### src/rtl/mem_arbiter_pkg.sv
// Shared types for the instruction/data memory arbiter: core stages, access sizes,
// arbiter FSM states and the latched memory command.
package mem_arbiter_pkg;

  localparam int unsigned XLEN   = 32;
  localparam int unsigned SIZE_W = 2;
  localparam int unsigned CNT_W  = 8;

  typedef enum logic [2:0] {
    STG_IF  = 3'd0,
    STG_ID  = 3'd1,
    STG_EX  = 3'd2,
    STG_MEM = 3'd3,
    STG_WB  = 3'd4
  } core_stage_e;

  typedef enum logic [SIZE_W-1:0] {
    SIZE_BYTE = 2'd0,
    SIZE_HALF = 2'd1,
    SIZE_WORD = 2'd2
  } mem_size_e;

  typedef enum logic [1:0] {
    ARB_IDLE  = 2'd0,
    ARB_GNT_I = 2'd1,
    ARB_GNT_D = 2'd2
  } arb_state_e;

  typedef struct packed {
    logic              we;
    logic [SIZE_W-1:0] size;
    logic [XLEN-1:0]   addr;
    logic [XLEN-1:0]   wdata;
  } mem_cmd_t;

endpackage

### src/rtl/mem_arbiter_if.sv
// Core-side fetch/data ports and single-port memory bus seen by mem_arbiter.
interface mem_arbiter_if;
  import mem_arbiter_pkg::*;

  logic              i_req;
  logic [XLEN-1:0]   i_addr;
  logic              i_done;
  logic [XLEN-1:0]   i_rdata;

  logic              d_req;
  logic              d_we;
  logic [XLEN-1:0]   d_addr;
  logic [XLEN-1:0]   d_wdata;
  logic [SIZE_W-1:0] d_size;
  logic              d_done;
  logic [XLEN-1:0]   d_rdata;

  logic              err;

  logic              mem_req;
  logic              mem_we;
  logic [XLEN-1:0]   mem_addr;
  logic [XLEN-1:0]   mem_wdata;
  logic [SIZE_W-1:0] mem_size;
  logic              mem_ready;
  logic [XLEN-1:0]   mem_rdata;

  modport master (
    input  i_req, i_addr, d_req, d_we, d_addr, d_wdata, d_size, mem_ready, mem_rdata,
    output i_done, i_rdata, d_done, d_rdata, err,
           mem_req, mem_we, mem_addr, mem_wdata, mem_size
  );

  modport slave (
    output i_req, i_addr, d_req, d_we, d_addr, d_wdata, d_size, mem_ready, mem_rdata,
    input  i_done, i_rdata, d_done, d_rdata, err,
           mem_req, mem_we, mem_addr, mem_wdata, mem_size
  );

endinterface

### src/rtl/mem_arbiter_timer.sv
// Grant-state cycle counter; o_expired_c flags the last allowed wait cycle.
module mem_arb_timer
  import mem_arbiter_pkg::*;
#(
  parameter int unsigned TIMEOUT = 16
) (
  input  logic clk,
  input  logic rst,
  input  logic i_clr,
  input  logic i_en,
  output logic o_expired_c
);

  logic [CNT_W-1:0] r_cnt;

  always_ff @(posedge clk) begin
    if (rst || i_clr) begin
      r_cnt <= '0;
    end else if (i_en && !o_expired_c) begin
      r_cnt <= r_cnt + CNT_W'(1);
    end
  end

  assign o_expired_c = i_en && (r_cnt == CNT_W'(TIMEOUT - 1));

endmodule

### src/rtl/mem_arbiter.sv
// Arbitrates instruction fetch and data access onto one single-port memory.
// Define MEM_ARBITER_RR_EN for round-robin on simultaneous requests (default: D priority).
module mem_arbiter
  import mem_arbiter_pkg::*;
#(
  parameter int unsigned TIMEOUT = 16
) (
  input  logic          clk,
  input  logic          rst,
  mem_arbiter_if.master bus
);

  arb_state_e      r_state;
  arb_state_e      w_state_nxt;
  mem_cmd_t        r_cmd;
  mem_cmd_t        w_cmd_i;
  mem_cmd_t        w_cmd_d;
  logic            r_mem_req;
  logic            r_i_done;
  logic            r_d_done;
  logic            r_err;
  logic [XLEN-1:0] r_i_rdata;
  logic [XLEN-1:0] r_d_rdata;

  logic w_i_ok;
  logic w_d_ok;
  logic w_pick_i;
  logic w_pick_d;
  logic w_grant_i;
  logic w_grant_d;
  logic w_finish;
  logic w_tmo;
  logic w_tmr_en;
  logic w_expired_c;

  // A requester still holds its request during its own done cycle; ignore it then.
  assign w_i_ok = bus.i_req && !r_i_done;
  assign w_d_ok = bus.d_req && !r_d_done;

`ifdef MEM_ARBITER_RR_EN
  logic r_last_d;

  assign w_pick_d = w_d_ok && (!w_i_ok || !r_last_d);

  always_ff @(posedge clk) begin
    if (rst) begin
      r_last_d <= 1'b0;
    end else if (w_grant_d) begin
      r_last_d <= 1'b1;
    end else if (w_grant_i) begin
      r_last_d <= 1'b0;
    end
  end
`else
  assign w_pick_d = w_d_ok;
`endif

  assign w_pick_i = w_i_ok && !w_pick_d;

  assign w_cmd_i = mem_cmd_t'{we: 1'b0, size: SIZE_WORD, addr: bus.i_addr, wdata: '0};
  assign w_cmd_d = mem_cmd_t'{we: bus.d_we, size: bus.d_size, addr: bus.d_addr,
                              wdata: bus.d_wdata};

  always_ff @(posedge clk) begin
    if (rst) begin
      r_state <= ARB_IDLE;
    end else begin
      r_state <= w_state_nxt;
    end
  end

  always_comb begin
    w_state_nxt = r_state;
    w_grant_i   = 1'b0;
    w_grant_d   = 1'b0;
    w_finish    = 1'b0;
    w_tmo       = 1'b0;
    case (r_state)
      ARB_IDLE: begin
        if (w_pick_d) begin
          w_state_nxt = ARB_GNT_D;
          w_grant_d   = 1'b1;
        end else if (w_pick_i) begin
          w_state_nxt = ARB_GNT_I;
          w_grant_i   = 1'b1;
        end
      end
      ARB_GNT_I, ARB_GNT_D: begin
        // A ready arriving on the last allowed cycle still completes normally.
        if (bus.mem_ready) begin
          w_state_nxt = ARB_IDLE;
          w_finish    = 1'b1;
        end else if (w_expired_c) begin
          w_state_nxt = ARB_IDLE;
          w_finish    = 1'b1;
          w_tmo       = 1'b1;
        end
      end
      default: w_state_nxt = ARB_IDLE;
    endcase
  end

  always_ff @(posedge clk) begin
    if (rst) begin
      r_mem_req <= 1'b0;
      r_cmd     <= '0;
      r_i_done  <= 1'b0;
      r_d_done  <= 1'b0;
      r_err     <= 1'b0;
      r_i_rdata <= '0;
      r_d_rdata <= '0;
    end else begin
      r_i_done <= 1'b0;
      r_d_done <= 1'b0;
      r_err    <= 1'b0;
      if (w_grant_d) begin
        r_mem_req <= 1'b1;
        r_cmd     <= w_cmd_d;
      end else if (w_grant_i) begin
        r_mem_req <= 1'b1;
        r_cmd     <= w_cmd_i;
      end
      if (w_finish) begin
        r_mem_req <= 1'b0;
        r_err     <= w_tmo;
        if (r_state == ARB_GNT_I) begin
          r_i_done  <= 1'b1;
          r_i_rdata <= w_tmo ? '0 : bus.mem_rdata;
        end else begin
          r_d_done  <= 1'b1;
          r_d_rdata <= w_tmo ? '0 : bus.mem_rdata;
        end
      end
    end
  end

  assign w_tmr_en = (r_state != ARB_IDLE);

  mem_arb_timer #(
    .TIMEOUT (TIMEOUT)
  ) u_timer (
    .clk         (clk),
    .rst         (rst),
    .i_clr       (!w_tmr_en),
    .i_en        (w_tmr_en),
    .o_expired_c (w_expired_c)
  );

  assign bus.mem_req   = r_mem_req;
  assign bus.mem_we    = r_cmd.we;
  assign bus.mem_size  = r_cmd.size;
  assign bus.mem_addr  = r_cmd.addr;
  assign bus.mem_wdata = r_cmd.wdata;
  assign bus.i_done    = r_i_done;
  assign bus.i_rdata   = r_i_rdata;
  assign bus.d_done    = r_d_done;
  assign bus.d_rdata   = r_d_rdata;
  assign bus.err       = r_err;

endmodule

### src/flat_wrapper.sv
// flat-port wrapper written by rule: the top's interface ports become plain ports
module mem_arbiter_flat import mem_arbiter_pkg::*;
#(
  parameter int unsigned TIMEOUT = 16
)
  (clk, rst, bus_i_req, bus_i_addr, bus_d_req, bus_d_we, bus_d_addr, bus_d_wdata, bus_d_size, bus_mem_ready, bus_mem_rdata, bus_i_done, bus_i_rdata, bus_d_done, bus_d_rdata, bus_err, bus_mem_req, bus_mem_we, bus_mem_addr, bus_mem_wdata, bus_mem_size);
  mem_arbiter_if bus_i ();
  input  logic clk;
  input  logic rst;
  input wire logic [$bits(bus_i.i_req)-1:0] bus_i_req;
  input wire logic [$bits(bus_i.i_addr)-1:0] bus_i_addr;
  input wire logic [$bits(bus_i.d_req)-1:0] bus_d_req;
  input wire logic [$bits(bus_i.d_we)-1:0] bus_d_we;
  input wire logic [$bits(bus_i.d_addr)-1:0] bus_d_addr;
  input wire logic [$bits(bus_i.d_wdata)-1:0] bus_d_wdata;
  input wire logic [$bits(bus_i.d_size)-1:0] bus_d_size;
  input wire logic [$bits(bus_i.mem_ready)-1:0] bus_mem_ready;
  input wire logic [$bits(bus_i.mem_rdata)-1:0] bus_mem_rdata;
  output wire logic [$bits(bus_i.i_done)-1:0] bus_i_done;
  output wire logic [$bits(bus_i.i_rdata)-1:0] bus_i_rdata;
  output wire logic [$bits(bus_i.d_done)-1:0] bus_d_done;
  output wire logic [$bits(bus_i.d_rdata)-1:0] bus_d_rdata;
  output wire logic [$bits(bus_i.err)-1:0] bus_err;
  output wire logic [$bits(bus_i.mem_req)-1:0] bus_mem_req;
  output wire logic [$bits(bus_i.mem_we)-1:0] bus_mem_we;
  output wire logic [$bits(bus_i.mem_addr)-1:0] bus_mem_addr;
  output wire logic [$bits(bus_i.mem_wdata)-1:0] bus_mem_wdata;
  output wire logic [$bits(bus_i.mem_size)-1:0] bus_mem_size;
  assign bus_i.i_req = bus_i_req;
  assign bus_i.i_addr = bus_i_addr;
  assign bus_i.d_req = bus_d_req;
  assign bus_i.d_we = bus_d_we;
  assign bus_i.d_addr = bus_d_addr;
  assign bus_i.d_wdata = bus_d_wdata;
  assign bus_i.d_size = bus_d_size;
  assign bus_i.mem_ready = bus_mem_ready;
  assign bus_i.mem_rdata = bus_mem_rdata;
  assign bus_i_done = bus_i.i_done;
  assign bus_i_rdata = bus_i.i_rdata;
  assign bus_d_done = bus_i.d_done;
  assign bus_d_rdata = bus_i.d_rdata;
  assign bus_err = bus_i.err;
  assign bus_mem_req = bus_i.mem_req;
  assign bus_mem_we = bus_i.mem_we;
  assign bus_mem_addr = bus_i.mem_addr;
  assign bus_mem_wdata = bus_i.mem_wdata;
  assign bus_mem_size = bus_i.mem_size;
  mem_arbiter #(.TIMEOUT(TIMEOUT)) u_core (.clk(clk), .rst(rst), .bus(bus_i));
endmodule
### config.mk
export PLATFORM = sky130hd
export DESIGN_NAME = mem_arbiter_flat
export DESIGN_NICKNAME = d
export VERILOG_FILES = /design/src/rtl/mem_arbiter_pkg.sv /design/src/rtl/mem_arbiter_if.sv /design/src/rtl/mem_arbiter_timer.sv /design/src/rtl/mem_arbiter.sv /design/src/flat_wrapper.sv
export SDC_FILE = /design/constraint.sdc
export NUM_CORES = 1
export LEC_CHECK = 0
export ABC_CLOCK_PERIOD_IN_PS = 3400
export CAP_MARGIN = 25
export CORE_ASPECT_RATIO = 0.7
export CORE_MARGIN = 2
export CORE_UTILIZATION = 44
export CTS_CLUSTER_SIZE = 40
export DETAILED_ROUTE_END_ITERATION = 6
export PLACE_DENSITY = 0.93
export SETUP_SLACK_MARGIN = 0.2
export SKIP_CTS_REPAIR_TIMING = 1
export SKIP_LAST_GASP = 1
export SYNTH_ARGS = -nofsm -noshare
export SYNTH_HDL_FRONTEND = slang
export SYNTH_SLANG_ARGS = --single-unit
### constraint.sdc
create_clock -name clk -period 3.4 [get_ports clk]
set_input_delay 1.02 -clock clk [delete_from_list [all_inputs] [get_ports clk]]
set_output_delay 1.02 -clock clk [all_outputs]
set_load 0.02 [all_outputs]
Word level (Yosys, flattened, before mapping). Cells that the tools add are included.

Input bits: 136. Bits in registers: 145.

$add $sub $neg: 1. Reductions and logical operators: 20. Eq/ne operators: 5. Bitwise operators: 2. Multiplexer cells: 22.

Operators with widths (number): 67-bit 2-to-1 mux (2); 32-bit 2-to-1 mux (1); 1-bit 2-to-1 mux (14); 8-bit by 1-bit adder with 8-bit output (second input constant) (1); 8-bit by 4-bit equality test with 1-bit output (second input constant) (1); 2-bit 2-to-1 mux (4); 2-bit AND reduction (3); 2-bit OR reduction (3); 1-bit logical AND (5); 1-bit logical NOT (5); 2-bit case mux with 2 select lines (1); 2-bit nonzero test (2); 3-bit by 1-bit != test with 1-bit output (second input constant) (1); 3-bit != test (second input constant) (1); 2-bit by 1-bit equality test with 1-bit output (second input constant) (1); 2-bit equality test (second input constant) (1); 2-bit logical NOT (1); 1-bit NOT (2); 1-bit logical OR (1).

Depth between registers and ports, before layout.
Depth in word-level cells: 9. Mapped depth: 8. Depth with buffers taken out: 6.

Cells and area by module. Synthesis repeated with hierarchy kept, for this count alone.

Cells, all modules: 701. Area total of the unflattened synthesis: 5734.2 µm².

By module, submodules not included: mem_arbiter (times used 1, sequential area each 2742.6 µm², area an instance 5325.1 µm², cells an instance 654); mem_arb_timer (times used 1, sequential area each 160.2 µm², area an instance 409.1 µm², cells an instance 47).

Worst setup path before layout. Ideal clock, no wire load.

Path type: in2reg. Start point: input bus_d_req. End point: register u_core.r_cmd, in the netlist u_core.bus.mem_wdata[10]. Path slack: 1286 ps. Stages on the path: 7. Arrival time: 2049 ps. Setup time: 65 ps. Cell sequence: nand2b_1 -> buf_2 -> a21o_1 -> clkbuf_1 -> clkbuf_1 -> a22oi_1 -> nor2_1.

Word-level cells in the longest chain between the ends: 7. Elaborated cells between the ends (all ways): 10.

RTL lines: start, declared (RTL line flat_wrapper.sv:12) `input wire logic [$bits(bus_i.d_req)-1:0] bus_d_req;`; 1-bit logical AND * (RTL line mem_arbiter.sv:38) `assign w_d_ok = bus.d_req && !r_d_done;`; 1-bit logical NOT (RTL line mem_arbiter.sv:58) `assign w_pick_i = w_i_ok && !w_pick_d;`; 1-bit logical AND (RTL line mem_arbiter.sv:58); 1-bit 2-to-1 mux (RTL line mem_arbiter.sv:83) `end else if (w_pick_i) begin`; 1-bit 2-to-1 mux (RTL line mem_arbiter.sv:80) `if (w_pick_d) begin`; 1-bit 2-to-1 mux (RTL line mem_arbiter.sv:78) `case (r_state)`; 2-bit nonzero test (no source line); end signal, assigned (RTL line mem_arbiter.sv:118) `r_cmd <= w_cmd_d;`; end signal, assigned (RTL line mem_arbiter.sv:121) `r_cmd <= w_cmd_i;`; end, declared (RTL line mem_arbiter.sv:15) `mem_cmd_t r_cmd;`.

Every way passes the cells marked *; elsewhere a longest branch is shown, timed or not. A chain may end at the register's enable or synchronous reset.

Final worst setup path.
Start point: input bus_d_req. End point: register u_core.r_cmd, in the netlist u_core.bus.mem_wdata[26].

Same word-level chain as after synthesis.

==> impl_summary.txt <==
----------------------------------------------------
[Pwr]
  Leak ... 3.59 nW
  VDD IR-drop max ... 0.437 mV
  Power density over the cells ... 588 nW/um2
  Total power consumption of the routed design ... 5.26 mW

[Route]
  Vias per cell ... 5.15
  Wirelength per Cell ... 16.3 um
  Number of DRC markers in iteration 0 ... 234
  Wire length reported by the detailed router ... 16500 um
  Vias ... 5192
  Number of iterations in the first detailed-routing pass ... 5
  Remaining routing DRC violations ... 0
  Number of nets still failing antenna checks after routing ... 0

[Floorplan]
  Starting density of the core ... 0.451
  Area of the die ... 13600 um2
  DIE WIDTH ... 139 um
  Floorplan core area ... 12400 um2
  Site Rows ... 34
  Top-level I/O count ... 271
  DIE HEIGHT ... 98.2 um

[Run status]
  Outcome ... completed

[Clock tree]
  Reg clk slew, reported paths ... 0.06 ns
  Clock root buffer ... clkbuf_16
  Number of CTS-inserted buffers ... 17
  Clock tree buffer depth ... 2
  H-Tree Level Count ... 4
  CTS tree ... built
  Sink Count ... 145
  Worst-skew pair later-pin latency ... 0.41 ns

[Setup path]
  Startpoint Class ... input port
  CP endpoint kind ... flip-flop
  CP cell instances ... clkdlybuf4s50_1, nand2b_2, a21o_1, a22oi_1, nor2_1
  Longest individual stage delay on the worst path ... 0.84 ns
  CP required ... 3.73 ns
  FF-to-FF setup slack ... 1.29 ns
  Highest net fanout along the worst path ... 34
  Classification of the worst setup path ... in -> reg
  Master of the slowest instance on the critical path ... a21o_1
  CP arrival ... 2.84 ns

[Layout]
  Commonest non-fill, non-tap cells in the layout ... clkdlybuf4s50_1 (269), dfxtp_1 (145), nor2_1 (106)
  Post-layout nets ... 973
  Fraction of layout cells with a size suffix above 1 ... 0.0661
  Antenna diodes ... 0
  Synth-to-Final Area Change ... 60.3%
  Leading cell type in the layout, fill and taps excluded ... clkdlybuf4s50_1

[Logic synthesis]
  Warnings, synthesis ... 0
  Number of standard cells after synthesis ... 582
  Part of the Yosys area used for sequential elements ... 0.520
  Netlist cell types ... 41
  Synthesized Nets ... 721
  Mean post-synth cell area ... 9.59 um2
  Summed instance area of the synthesized netlist ... 5580 um2
  Yosys reg bits ... 145

[Timing]
  Min Clock Period, post-route ... 2.51 ns
  Final-report max-slew violation count ... 0
  Setup repair after global routing missed its margin ... false
  Final period util ... 0.739
  Largest clock skew in the final design ... 0.0117 ns
  Hold Violations, Final ... 0
  Maximum operating frequency ... 398 MHz
  Setup-violating endpoint count in the final report ... 0
  Slew at the pin closest to its max-slew limit ... 1.04 ns
  Total negative setup slack ... 0 ns
  Worst slack on hold paths ... 0.454 ns
  Tightest slew margin relative to the limit ... 0.307

[Global routing]
  GR Util All Layers ... 0.240
  Wire length of the first global-routing pass ... 26400 um
  Pin count of the biggest net entering global routing ... 63
  Number of global-route vias before repair ... 5284
  Initial antenna violation count ... 0
  Remaining Overflow, GRT ... 0

[Placed design]
  Detailed placer's ending HPWL ... 11600 um
  Routability cong. ... 0.798
  IO buf count ... 270

[Flow run]
  Max-cap check violation count ... 0

[Min path]
  Worst hold path type ... reg -> reg

----------------------------------------------------
==> metrics by stage <==
step | setup WS [ns] | area [um2] | std cells | util
after floorplan | 1.29 | 5580 | 582 | -
after global placement | 0.577 | 8340 | 977 | 0.673
after detailed placement | 0.479 | 8340 | 977 | 0.673
after CTS | 0.891 | 8940 | 1009 | 0.723
after global routing | 0.723 | 8940 | 1009 | 0.723
final | 0.888 | 8940 | 1009 | 0.723
==> worst paths after layout <==
check	endpoint	start	depth (start not counted)
min	u_core.bus.d_rdata[14]	u_core.bus.d_rdata[14]	2
max reg2reg	u_core.bus.mem_wdata[26]	u_core.r_state[0]	6
max	u_core.bus.mem_wdata[26]	bus_d_req	5
min reg2reg	u_core.bus.d_rdata[14]	u_core.bus.d_rdata[14]	2
==> final cells by class <==
class	instances	area (um2)
fill	881	3430
sequential	145	2900
timing repair buffer	280	2800
multi-input combinational	384	2410
clock buffer	18	429
tap	162	203
clock inverter	14	179
inverter	6	22.5
==> cells in the mapped netlist <==
master,instances,area share
o41ai_4,1,0.0049
and4b_1,1,0.0018
or3_1,1,0.0011
nand4_4,1,0.0038
a21o_1,1,0.0013
nor2b_1,3,0.0034
o211ai_1,2,0.0027
and3_2,1,0.0013
nand3_1,37,0.033
o31ai_1,1,0.0013
dfxtp_1,145,0.52
xor2_1,3,0.0047
a21oi_2,1,0.0016
clkbuf_8,3,0.0074
and2_1,1,0.0011
nand2b_1,2,0.0022
nor3_1,2,0.0018
nor4_1,1,0.0011
nor4_4,1,0.0038
or2_2,1,0.0011
buf_1,3,0.0020
buf_2,17,0.015
a31oi_1,1,0.0011
and2b_2,1,0.0016
o22ai_1,1,0.0011
clkbuf_2,1,0.00090
a211oi_1,32,0.043
o21ai_0,1,0.00090
nand2_1,37,0.025
nor2_1,107,0.072
nand4_1,1,0.0011
clkbuf_1,18,0.012
o31ai_4,1,0.0038
a22oi_1,34,0.046
xnor2_1,1,0.0016
buf_6,5,0.010
mux2i_1,65,0.12
ha_1,3,0.0067
o221a_2,1,0.0020
inv_1,6,0.0040
a21oi_1,37,0.033
==> flip-flops by register name (all words and copies together), names as in the netlist, 2 cells and up <==
name,count
u_core.r_state,2
u_core.bus.mem_addr,32
u_core.bus.d_rdata,32
u_core.bus.i_rdata,32
u_core.u_timer.r_cnt,8
u_core.bus.mem_size,2
u_core.bus.mem_wdata,32
==> worst max-delay path, delay by kind of cell <==
kind | cells | cell delay (ns)
AO/OA/AOI/OAI | 2 | 0.99
buffers and inverters | 1 | 0.42
AND/OR/NAND/NOR | 2 | 0.39
==> power by group <==
| group | leakage (nW) | switching, mW | internal (mW) | total [mW] |
|---|---|---|---|---|
| Clock | 0.288 | 0.746 | 1.17 | 1.91 |
| Combinational | 2.12 | 0.736 | 0.639 | 1.38 |
| Sequential | 1.18 | 0.0934 | 1.88 | 1.97 |
| Total | 3.59 | 1.58 | 3.68 | 5.26 |
==> cell families (layout without fill, tap and decap cells) <==
group           Yosys count  count (layout)  share of synthesized area
simple gates            198             198                      0.155
flops                   145             145                      0.520
compound gates          114             114                      0.143
mux                      65              65                      0.117
buf+inv                  53             318                     0.0518
xor+xnor                  4               4                    0.00628
fa+ha+maj                 3               3                    0.00673
==> layer usage <==
layer | part of all wire | vias up | track usage
met3 | 0.081 | 23 | 0.0858
li1 | - | 2537 | -
met4 | 0.017 | 0 | 0.0675
met5 | 0 | - | 0
met2 | 0.48 | 194 | 0.414
met1 | 0.42 | 2438 | 0.286
No activity file was read; power rests on OpenSTA's default activity.
